[config.mk]
export PLATFORM = sky130hd
export DESIGN_NAME = motor_ramp_ctrl_flat
export DESIGN_NICKNAME = d
export VERILOG_FILES = /design/src/rtl/motor_ramp_ctrl_pkg.sv /design/src/rtl/motor_ramp_ctrl_if.sv /design/src/rtl/motor_ramp_ctrl_channel.sv /design/src/rtl/motor_ramp_ctrl.sv /design/src/flat_wrapper.sv
export SDC_FILE = /design/constraint.sdc
export NUM_CORES = 1
export LEC_CHECK = 0
export ABC_CLOCK_PERIOD_IN_PS = 4300
export BUFFER_PORTS_ARGS = -buffer_cell sky130_fd_sc_hd__buf_2
export CORE_MARGIN = 8
export CORE_UTILIZATION = 30
export DETAILED_ROUTE_END_ITERATION = 6
export GPL_ROUTABILITY_DRIVEN = 0
export HOLD_SLACK_MARGIN = 0.12
export PLACE_DENSITY = 0.49
export SYNTH_ARGS = -nofsm -noshare
export SYNTH_HDL_FRONTEND = slang
export SYNTH_SLANG_ARGS = --single-unit
[constraint.sdc]
create_clock -name clk -period 4.3 [get_ports clk]
set_clock_uncertainty 0.15 [all_clocks]
set_input_delay 0.86 -clock clk [delete_from_list [all_inputs] [get_ports clk]]
set_output_delay 0.86 -clock clk [all_outputs]
set_load 0.01 [all_outputs]
[src/rtl/motor_ramp_ctrl_pkg.sv]
// Shared H-bridge direction codes and per-channel sequencer states for motor_ramp_ctrl.
package motor_ctrl_pkg;

  localparam logic [1:0] DIR_COAST = 2'b00;
  localparam logic [1:0] DIR_FWD   = 2'b10;
  localparam logic [1:0] DIR_REV   = 2'b01;
  localparam logic [1:0] DIR_BRAKE = 2'b11;

  typedef enum logic [1:0] {
    IDLE,
    RUN,
    HOLD,
    DWELL
  } ch_state_e;

  function automatic logic [1:0] dir_of(input logic rev);
    return rev ? DIR_REV : DIR_FWD;
  endfunction

endpackage

[src/rtl/motor_ramp_ctrl_if.sv]
// Command/status bundle between the command source and motor_ramp_ctrl.
// The led field exists only when MOTOR_STATUS_LED_EN is defined.
interface motor_ramp_ctrl_if #(
  parameter int unsigned DUTY_W = 4
);

  logic [DUTY_W-1:0] cmd_spd_a;
  logic              cmd_rev_a;
  logic [DUTY_W-1:0] cmd_spd_b;
  logic              cmd_rev_b;
  logic              estop;
  logic [DUTY_W-1:0] duty_a;
  logic [1:0]        dir_a;
  logic [DUTY_W-1:0] duty_b;
  logic [1:0]        dir_b;
  logic              busy_a;
  logic              busy_b;
`ifdef MOTOR_STATUS_LED_EN
  logic [7:0]        led;
`endif

  modport master (
    output cmd_spd_a, cmd_rev_a, cmd_spd_b, cmd_rev_b, estop,
    input  duty_a, dir_a, duty_b, dir_b, busy_a, busy_b
`ifdef MOTOR_STATUS_LED_EN
    , input led
`endif
  );

  modport slave (
    input  cmd_spd_a, cmd_rev_a, cmd_spd_b, cmd_rev_b, estop,
    output duty_a, dir_a, duty_b, dir_b, busy_a, busy_b
`ifdef MOTOR_STATUS_LED_EN
    , output led
`endif
  );

endinterface

[src/rtl/motor_ramp_ctrl_channel.sv]
// One motor channel: duty ramp, direction sequencing with brake dwell, estop override.
// MOTOR_STATUS_LED_EN adds a registered status nibble (duty, or 4'hF while dwelling).
module ramp_channel
  import motor_ctrl_pkg::*;
#(
  parameter int unsigned DUTY_W       = 4,
  parameter int unsigned DWELL_CYCLES = 5000000
) (
  input  logic              clk_i,
  input  logic              rst_ni,
  input  logic              tick_i,
  input  logic              estop_i,
  input  logic [DUTY_W-1:0] cmd_spd_i,
  input  logic              cmd_rev_i,
  output logic [DUTY_W-1:0] duty_o,
  output logic [1:0]        dir_o,
  output logic              busy_o
`ifdef MOTOR_STATUS_LED_EN
  ,
  output logic [3:0]        led_nib_o
`endif
);

  localparam int unsigned       CntW      = $clog2(DWELL_CYCLES + 1);
  localparam logic [CntW-1:0]   DwellLoad = CntW'(DWELL_CYCLES);
  localparam logic [DUTY_W-1:0] DutyMax   = '1;

  ch_state_e         state_q, state_d;
  logic [DUTY_W-1:0] duty_q, duty_d;
  logic [1:0]        dir_q, dir_d;
  logic              busy_q, busy_d;
  logic [CntW-1:0]   cnt_q, cnt_d;

  logic [1:0]        tgt_dir;
  logic              match;
  logic [DUTY_W-1:0] step_duty;

  always_comb begin
    tgt_dir   = dir_of(cmd_rev_i);
    match     = (dir_q == tgt_dir);
    step_duty = duty_q;
    // A direction mismatch always ramps down; duty never wraps at either end.
    if (match && (cmd_spd_i > duty_q) && (duty_q != DutyMax)) begin
      step_duty = duty_q + 1'b1;
    end else if ((!match || (cmd_spd_i < duty_q)) && (duty_q != '0)) begin
      step_duty = duty_q - 1'b1;
    end
  end

  always_comb begin
    state_d = state_q;
    duty_d  = duty_q;
    dir_d   = dir_q;
    busy_d  = busy_q;
    cnt_d   = cnt_q;

    if (estop_i) begin
      state_d = DWELL;
      duty_d  = '0;
      dir_d   = DIR_BRAKE;
      busy_d  = 1'b1;
      cnt_d   = DwellLoad;
    end else begin
      unique case (state_q)
        IDLE: begin
          duty_d = '0;
          dir_d  = DIR_COAST;
          busy_d = 1'b0;
          if (cmd_spd_i != '0) begin
            dir_d   = tgt_dir;
            state_d = RUN;
            busy_d  = 1'b1;
          end
        end
        RUN: begin
          if (tick_i) begin
            duty_d = step_duty;
          end
          // Settling is judged on the post-step duty so exits happen on the step edge.
          if ((duty_d == '0) && (cmd_spd_i == '0)) begin
            state_d = IDLE;
            dir_d   = DIR_COAST;
            busy_d  = 1'b0;
          end else if ((duty_d == '0) && !match) begin
            state_d = DWELL;
            dir_d   = DIR_BRAKE;
            cnt_d   = DwellLoad;
          end else if (match && (duty_d == cmd_spd_i)) begin
            state_d = HOLD;
            busy_d  = 1'b0;
          end
        end
        HOLD: begin
          if ((cmd_spd_i != duty_q) || !match) begin
            state_d = RUN;
            busy_d  = 1'b1;
          end
        end
        DWELL: begin
          duty_d = '0;
          dir_d  = DIR_BRAKE;
          cnt_d  = cnt_q - 1'b1;
          if (cnt_q <= CntW'(1)) begin
            cnt_d = '0;
            if (cmd_spd_i != '0) begin
              dir_d   = tgt_dir;
              state_d = RUN;
            end else begin
              dir_d   = DIR_COAST;
              state_d = IDLE;
              busy_d  = 1'b0;
            end
          end
        end
        default: state_d = IDLE;
      endcase
    end
  end

  always_ff @(posedge clk_i or negedge rst_ni) begin
    if (!rst_ni) begin
      state_q <= IDLE;
      duty_q  <= '0;
      dir_q   <= DIR_COAST;
      busy_q  <= 1'b0;
      cnt_q   <= '0;
    end else begin
      state_q <= state_d;
      duty_q  <= duty_d;
      dir_q   <= dir_d;
      busy_q  <= busy_d;
      cnt_q   <= cnt_d;
    end
  end

  assign duty_o = duty_q;
  assign dir_o  = dir_q;
  assign busy_o = busy_q;

`ifdef MOTOR_STATUS_LED_EN
  logic [3:0] led_nib_q, led_nib_d;

  assign led_nib_d = (state_d == DWELL) ? 4'hF : 4'(duty_d);

  always_ff @(posedge clk_i or negedge rst_ni) begin
    if (!rst_ni) begin
      led_nib_q <= 4'h0;
    end else begin
      led_nib_q <= led_nib_d;
    end
  end

  assign led_nib_o = led_nib_q;
`endif

endmodule

[src/rtl/motor_ramp_ctrl.sv]
// Two-channel motor speed/direction sequencer: shared ramp prescaler plus two ramp_channel FSMs.
// Define MOTOR_STATUS_LED_EN to drive the led status byte on the interface.
module motor_ramp_ctrl
  import motor_ctrl_pkg::*;
#(
  parameter int unsigned RAMP_STEP_CYCLES = 1000000,
  parameter int unsigned DWELL_CYCLES     = 5000000,
  parameter int unsigned DUTY_W           = 4
) (
  input logic               clk,
  input logic               res,
  motor_ramp_ctrl_if.slave  bus
);

  localparam int unsigned     PreW   = $clog2(RAMP_STEP_CYCLES);
  localparam logic [PreW-1:0] PreMax = PreW'(RAMP_STEP_CYCLES - 1);

  logic [PreW-1:0] pre_q, pre_d;
  logic            tick;

  // Tick is high in the last cycle of each period so the step lands on the period boundary.
  assign tick  = (pre_q == PreMax);
  assign pre_d = tick ? '0 : pre_q + 1'b1;

  always_ff @(posedge clk or negedge res) begin
    if (!res) begin
      pre_q <= '0;
    end else begin
      pre_q <= pre_d;
    end
  end

  logic [DUTY_W-1:0] duty_a, duty_b;
  logic [1:0]        dir_a, dir_b;
  logic              busy_a, busy_b;
`ifdef MOTOR_STATUS_LED_EN
  logic [3:0]        nib_a, nib_b;
`endif

  ramp_channel #(
    .DUTY_W       (DUTY_W),
    .DWELL_CYCLES (DWELL_CYCLES)
  ) u_chan_a (
    .clk_i     (clk),
    .rst_ni    (res),
    .tick_i    (tick),
    .estop_i   (bus.estop),
    .cmd_spd_i (bus.cmd_spd_a),
    .cmd_rev_i (bus.cmd_rev_a),
    .duty_o    (duty_a),
    .dir_o     (dir_a),
    .busy_o    (busy_a)
`ifdef MOTOR_STATUS_LED_EN
    ,
    .led_nib_o (nib_a)
`endif
  );

  ramp_channel #(
    .DUTY_W       (DUTY_W),
    .DWELL_CYCLES (DWELL_CYCLES)
  ) u_chan_b (
    .clk_i     (clk),
    .rst_ni    (res),
    .tick_i    (tick),
    .estop_i   (bus.estop),
    .cmd_spd_i (bus.cmd_spd_b),
    .cmd_rev_i (bus.cmd_rev_b),
    .duty_o    (duty_b),
    .dir_o     (dir_b),
    .busy_o    (busy_b)
`ifdef MOTOR_STATUS_LED_EN
    ,
    .led_nib_o (nib_b)
`endif
  );

  assign bus.duty_a = duty_a;
  assign bus.dir_a  = dir_a;
  assign bus.busy_a = busy_a;
  assign bus.duty_b = duty_b;
  assign bus.dir_b  = dir_b;
  assign bus.busy_b = busy_b;
`ifdef MOTOR_STATUS_LED_EN
  assign bus.led    = {nib_b, nib_a};
`endif

endmodule

[src/flat_wrapper.sv]
// flat-port wrapper written by rule: the top's interface ports become plain ports
module motor_ramp_ctrl_flat import motor_ctrl_pkg::*;
#(
  parameter int unsigned RAMP_STEP_CYCLES = 1000000,
  parameter int unsigned DWELL_CYCLES     = 5000000,
  parameter int unsigned DUTY_W           = 4
)
  (clk, res, bus_cmd_spd_a, bus_cmd_rev_a, bus_cmd_spd_b, bus_cmd_rev_b, bus_estop, bus_duty_a, bus_dir_a, bus_duty_b, bus_dir_b, bus_busy_a, bus_busy_b);
  motor_ramp_ctrl_if #(.DUTY_W(DUTY_W)) bus_i ();
  input logic clk;
  input logic res;
  input wire logic [$bits(bus_i.cmd_spd_a)-1:0] bus_cmd_spd_a;
  input wire logic [$bits(bus_i.cmd_rev_a)-1:0] bus_cmd_rev_a;
  input wire logic [$bits(bus_i.cmd_spd_b)-1:0] bus_cmd_spd_b;
  input wire logic [$bits(bus_i.cmd_rev_b)-1:0] bus_cmd_rev_b;
  input wire logic [$bits(bus_i.estop)-1:0] bus_estop;
  output wire logic [$bits(bus_i.duty_a)-1:0] bus_duty_a;
  output wire logic [$bits(bus_i.dir_a)-1:0] bus_dir_a;
  output wire logic [$bits(bus_i.duty_b)-1:0] bus_duty_b;
  output wire logic [$bits(bus_i.dir_b)-1:0] bus_dir_b;
  output wire logic [$bits(bus_i.busy_a)-1:0] bus_busy_a;
  output wire logic [$bits(bus_i.busy_b)-1:0] bus_busy_b;
  assign bus_i.cmd_spd_a = bus_cmd_spd_a;
  assign bus_i.cmd_rev_a = bus_cmd_rev_a;
  assign bus_i.cmd_spd_b = bus_cmd_spd_b;
  assign bus_i.cmd_rev_b = bus_cmd_rev_b;
  assign bus_i.estop = bus_estop;
  assign bus_duty_a = bus_i.duty_a;
  assign bus_dir_a = bus_i.dir_a;
  assign bus_duty_b = bus_i.duty_b;
  assign bus_dir_b = bus_i.dir_b;
  assign bus_busy_a = bus_i.busy_a;
  assign bus_busy_b = bus_i.busy_b;
  motor_ramp_ctrl #(.RAMP_STEP_CYCLES(RAMP_STEP_CYCLES), .DWELL_CYCLES(DWELL_CYCLES), .DUTY_W(DUTY_W)) u_core (.clk(clk), .res(res), .bus(bus_i));
endmodule
# --- After elaboration in Yosys (flattened, before gate mapping) ---
# Index checks and enable logic that the tools add are counted.
word_totals:
  reg_bits: 84
  out_inout_bits: 14
classes:
  addsub: 7
  n_lt_le_gt_ge: 6
  n_eq_ne: 35
  n_mux: 75
  n_reduce_logical: 44
op_table:
  columns: ["op", "count"]
  rows:
  - ["$mux W23", 8]
  - ["$pmux W23 S2", 2]
  - ["$mux W2", 26]
  - ["$mux W4", 12]
  - ["$le A23 B1 Y1 const B", 2]
  - ["$sub A23 B1 Y23 const B", 2]
  - ["$ne A3 B3 Y1 const B", 12]
  - ["$ne A4 B4 Y1 const B", 8]
  - ["$reduce_bool A4 Y1", 6]
  - ["$add A20 B1 Y20 const B", 1]
  - ["$eq A20 B20 Y1 const B", 1]
  - ["$mux W20", 1]
  - ["$mux W1", 18]
  - ["$logic_not A4 Y1", 4]
  - ["$pmux W2 S4", 2]
  - ["$pmux W4 S2", 2]
  - ["$logic_and A1 B1 Y1", 12]
  - ["$pmux W2 S3", 2]
  - ["$reduce_bool A3 Y1", 4]
  - ["$ne A5 B5 Y1 const B", 2]
  - ["$reduce_and A5 Y1", 2]
  - ["$add A4 B1 Y4 const B", 2]
  - ["$eq A2 B2 Y1 const B", 4]
  - ["$eq A4 B4 Y1", 2]
  - ["other kinds (14)", 30]

# --- Longest topological paths before layout ---
depth:
  ltp_word: 17
  mapped_depth: 13
  mapped_depth_nobuf: 11

# --- By module ---
# Synthesis repeated with hierarchy kept, for this count alone.
unflattened:
  cells_unflattened: 694
  area_unflattened_um2: 5894.4
by_module_without_submodules:
  columns: ["module", "n_inst", "cells_each", "area_each_um2"]
  rows:
  - ["ramp_channel at u_core.u_chan_b", 1, 308, 2512.4]
  - ["ramp_channel at u_core.u_chan_a", 1, 289, 2336.0]
  - ["motor_ramp_ctrl", 1, 97, 1046.0]

# --- Least setup slack after synthesis ---
# Ideal clock, no wire load.
synth_timing:
  kind: "register to register"
  from: "reg u_core.u_chan_a.cnt_q[12]"
  to: "reg u_core.u_chan_a.state_q[1]"
  setup_ns: 0.127
  t_arrival_ns: 3.581
  slack_ns: 0.442
  stages_incl_launch_ff: 11
  n_path_buf: 2
  cell_sequence: "dfrtp_1 -> or4_1 -> buf_2 -> or4_1 -> buf_2 -> or3_4 -> or4_4 -> nor4_4 -> nor2_2 -> a311o_1 -> o32a_2"
synth_via:
  elab_chain_len: 3
synth_lines:
  columns: ["item", "line_no", "text"]
  rows:
  - ["start: declaration", "motor_ramp_ctrl_channel.sv:32", "logic [CntW-1:0] cnt_q, cnt_d;"]
  - ["start signal: assignment", "motor_ramp_ctrl_channel.sv:132", "cnt_q <= cnt_d;"]
  - ["$le A23 B1 Y1", "motor_ramp_ctrl_channel.sv:103", "if (cnt_q <= CntW'(1)) begin"]
  - ["$ne A3 B3 Y1 (no source line)", null, null]
  - ["$reduce_and A4 Y1 (no source line)", null, null]
  - ["end signal: assignment", "motor_ramp_ctrl_channel.sv:128", "state_q <= state_d;"]
  - ["end: declaration", "motor_ramp_ctrl_channel.sv:28", "ch_state_e state_q, state_d;"]
# No other way between the ends.
# A chain may end at the register's enable or synchronous reset.

# --- Worst setup path after layout ---
layout_timing:
  from: "reg u_core.u_chan_a.cnt_q[10]"
  to: "reg u_core.u_chan_a.cnt_q[15]"
layout_via:
  elab_chain_len: 4
  elab_cells_between_ends: 5
  classes_between: "1 x add/sub; 1 x order compare; 3 x mux"
layout_lines:
  columns: ["item", "line_no", "text"]
  rows:
  - ["$sub A23 B1 Y23 / $le A23 B1 Y1 (equally long branches)", "motor_ramp_ctrl_channel.sv:102, motor_ramp_ctrl_channel.sv:103", null]
  - ["$mux W23 (*)", "motor_ramp_ctrl_channel.sv:103", null]
  - ["$pmux W23 S2 (*)", "motor_ramp_ctrl_channel.sv:64", "unique case (state_q)"]
  - ["$mux W23 (*)", "motor_ramp_ctrl_channel.sv:57", "if (estop_i) begin"]
# Mark *: on every way between the ends. The rest lies on a longest branch, timed or not.

==> results.cfg <==
[timing]
finalMaxSlewViolations = 0
maxSlewHeadroom = 0.378
setup_violations = 0
max_freq_mhz = 255
hold_viol = 0
rsz0062_at_grt = false
timing.final.crit_period_ns = 3.93
tightestPinTransition_ns = 0.926
whs_ns = 0.322
fin_ws_ns = 0.372
setup_tns_ns = 0
timing.final.crit_share = 0.914

[global_routing]
grt_use_total = 0.128
grt_start_max_net_pins = 37
grt_pass1_wl_mm = 25.1
overflow = 0
grt_pass1_vias = 4968
antenna_found_initial = 0

[critical_path]
crit_path_end_kind = flip-flop
crit_path_start_kind = flip-flop
critical_path.max_stage_delay_ns = 0.59
critPathKind = reg -> reg
crit_chain = or4_1 -> or4_1 -> or3_4 -> or4_4 -> or4_1 -> nand3_2 -> a21oi_1 -> o21ai_0 -> o41ai_1
required_ns = 4.38
path_max_fanout = 14
worst_path_most_repeated_cell = or4_1
slowest_stage = or4_1
worstPathArrival_ns = 4.01

[power]
p_sw_frac = 0.358
p_clk_frac = 0.329
power.total_mw = 2.78
combPwrFrac = 0.323
intPower_mw = 1.79
peakVddDrop_uv = 193
power.switching_mw = 0.998
p_per_area_nw_per_um2 = 428
p_leak_nw = 2.67
power_frac_seq = 0.347

[clock_tree]
cts.hold.buffers_added = 0
clkSinkCount = 84
cts_max_path_buffers = 2
cts_tree = done
cts-root-buf = clkbuf_16
clk_latency_ns = 0.34
h-tree-depth = 3
postCtsSetupBuffers = 0
clk_pin_slew_ns = 0.07
cts_inserted_buffers = 9
post_cts.resized_instances = 0

[detailed_routing]
drc_errors = 0
routedWlPerCell_um = 15.9
detailedRoute.firstPassIterationCount = 5
postRouteAntennaNets = 0
viasPerCell = 5.46
via_count = 5224
drtIter0Drc = 348
totalWireLength_mm = 15.2

[layout]
nFillCells = 1934
num-nets-final = 756
area_delta_synth_final_pct = 14.3
drive_above_1_share = 0.113
antenna_cells = 0

[run_status]
status = finished, final reports clean

[synth]
synth_cell_type_count = 67
async_flop_share = 1.00
synth_cells = 688
yosysTopAreaCell = dfrtp_1
synthFlopType = dfrtp_1
synth.top_cell.area_share = 0.369
yosysWarningCount = 0
synth_seq_area_share = 0.369
yosys-top-cells-area = dfrtp_1, o21ai_0, ha_1, nor2_1, a21oi_1
synth_edf_count = 0
syn-cell-area_um2 = 5700
synth_seq_cells = 84
syn_nets = 726
avgSynthCellArea_um2 = 8.28

[placed_design]
hpwl_mm = 10.9
pre_cts_ws_ns = 0.172
io_buffers = 26

[flow_run]
maxCapViolations = 0

[floorplan]
io_pins = 27
initial_core_util = 0.306
die-area_um2 = 23700
core_area_um2 = 18600
dieWidth_um = 154
die_h_um = 154
std_cell_rows = 50

[min_path]
hold_path_class = reg -> reg
critical path: cells and delay by family, from the launching register on:
kind / cells / cell delay (ns)
compound gates: 3 / 0.36
flops: 1 / 0.43
simple gates: 6 / 2.86
cell usage after synthesis, types with 5 or more instances:
library cell,instances
a21o_1,5
a21oi_1,46
a31oi_1,9
and2_1,6
and3_1,11
and4_1,5
clkbuf_1,21
dfrtp_1,84
ha_1,25
inv_1,31
mux2i_1,5
nand2_1,48
nand2b_1,11
nand3_1,20
nand4_1,9
nor2_1,79
nor3_1,31
nor3b_1,5
nor4_1,12
o211ai_1,8
o21a_1,5
o21ai_0,82
o31ai_1,9
o41ai_1,6
or2_2,8
or3_1,7
or4_1,8
xnor2_1,21
xor2_1,12
per-stage QoR:
step,utilization,cells,cell area (um2)
final,0.349,957,6510
after global routing,0.349,957,6510
after detailed placement,0.330,941,6160
after CTS,0.349,957,6510
after floorplan,-,688,5700
after global placement,0.330,941,6160
cells by family (layout without fill, tap and decap cells):
logic type / after synthesis / after routing / share of synthesized area
AO/OA/AOI/OAI: 204 / 204 / 0.219
XOR/XNOR: 33 / 33 / 0.0507
adder cells (fa/ha/maj): 25 / 25 / 0.0549
buffers and inverters: 55 / 90 / 0.0373
flip-flops: 84 / 84 / 0.369
multiplexers: 9 / 9 / 0.0167
AND/OR/NAND/NOR: 278 / 278 / 0.252
area by class of cell:
class                           count  area (um2)  area share
Clock inverter                      5         108      0.0165
Tap cell                          234         293      0.0450
Clock buffer                       11         243      0.0373
Inverter                           31         116      0.0179
Multi-Input combinational cell    549        3390       0.520
Timing Repair Buffer               43         260      0.0400
Sequential cell                    84        2100       0.323
power groups by stage:
| stage | logic [mW] | clock network, mW | registers (mW) |
|---|---|---|---|
| after floorplan | 0.658 | 0 | 0.963 |
| after global placement | 0.886 | 0 | 0.974 |
| after detailed placement | 0.900 | 0 | 0.981 |
| after CTS | 0.905 | 0.948 | 0.966 |
| after global routing | 1.01 | 0.977 | 0.984 |
| final | 0.900 | 0.916 | 0.967 |
final timing paths:
path / from / cells past startpoint / to / slack (ns)
hold reg to reg: u_core.pre_q[4]$_DFF_PN0_ / 1 / u_core.pre_q[4]$_DFF_PN0_ / 0.32
max in group asynchronous: res / 2 / u_core.pre_q[5]$_DFF_PN0_ / 2.84
setup / recovery: u_core.u_chan_a.cnt_q[10]$_DFFE_PN0P_ / 9 / u_core.u_chan_a.cnt_q[15]$_DFFE_PN0P_ / 0.37
min in group asynchronous: res / 1 / u_core.u_chan_a.dir_o[1]$_DFFE_PN0P_ / 0.34
hold / removal: u_core.pre_q[4]$_DFF_PN0_ / 1 / u_core.pre_q[4]$_DFF_PN0_ / 0.32
setup reg to reg: u_core.u_chan_a.cnt_q[10]$_DFFE_PN0P_ / 9 / u_core.u_chan_a.cnt_q[15]$_DFFE_PN0P_ / 0.37
registers in the layout (all words and copies together), names as in the netlist:
| register | cells |
|---|---|
| u_core.u_chan_b.dir_o | 2 |
| u_core.pre_q | 20 |
| u_core.u_chan_b.cnt_q | 23 |
| u_core.u_chan_a.duty_o | 4 |
| u_core.u_chan_a.state_q | 2 |
| u_core.u_chan_b.busy_o | 1 |
| u_core.u_chan_b.state_q | 2 |
| u_core.u_chan_a.dir_o | 2 |
| u_core.u_chan_b.duty_o | 4 |
| u_core.u_chan_a.cnt_q | 23 |
| u_core.u_chan_a.busy_o | 1 |
layer usage:
| metal | routed length, um | GRT usage | vias up | part of all wire |
|---|---|---|---|---|
| li1 | - | - | 2581 | - |
| met1 | 7400 | 0.168 | 2527 | 0.49 |
| met2 | 7120 | 0.208 | 106 | 0.47 |
| met3 | 523 | 0.0269 | 10 | 0.034 |
| met4 | 168 | 0.0397 | 0 | 0.011 |
| met5 | 0 | 0 | - | 0 |
cells in the final DEF (no fill, tap or decap), types with 4 or more instances in the layout:
cell	n
a211oi_1	4
a21o_1	5
a21oi_1	46
a31oi_1	9
and2_1	6
and3_1	11
and3b_1	4
and4_1	5
buf_2	25
buf_4	18
clkbuf_16	9
dfrtp_1	84
ha_1	25
inv_1	31
mux2_2	4
mux2i_1	5
nand2_1	48
nand2b_1	11
nand3_1	20
nand4_1	9
nor2_1	79
nor2b_1	4
nor3_1	31
nor3b_1	5
nor4_1	12
o211ai_1	8
o21a_1	5
o21ai_0	82
o31ai_1	9
o41ai_1	6
or2_2	8
or3_1	7
or4_1	8
xnor2_1	21
xor2_1	12
No activity file was read; power rests on OpenSTA's default activity.
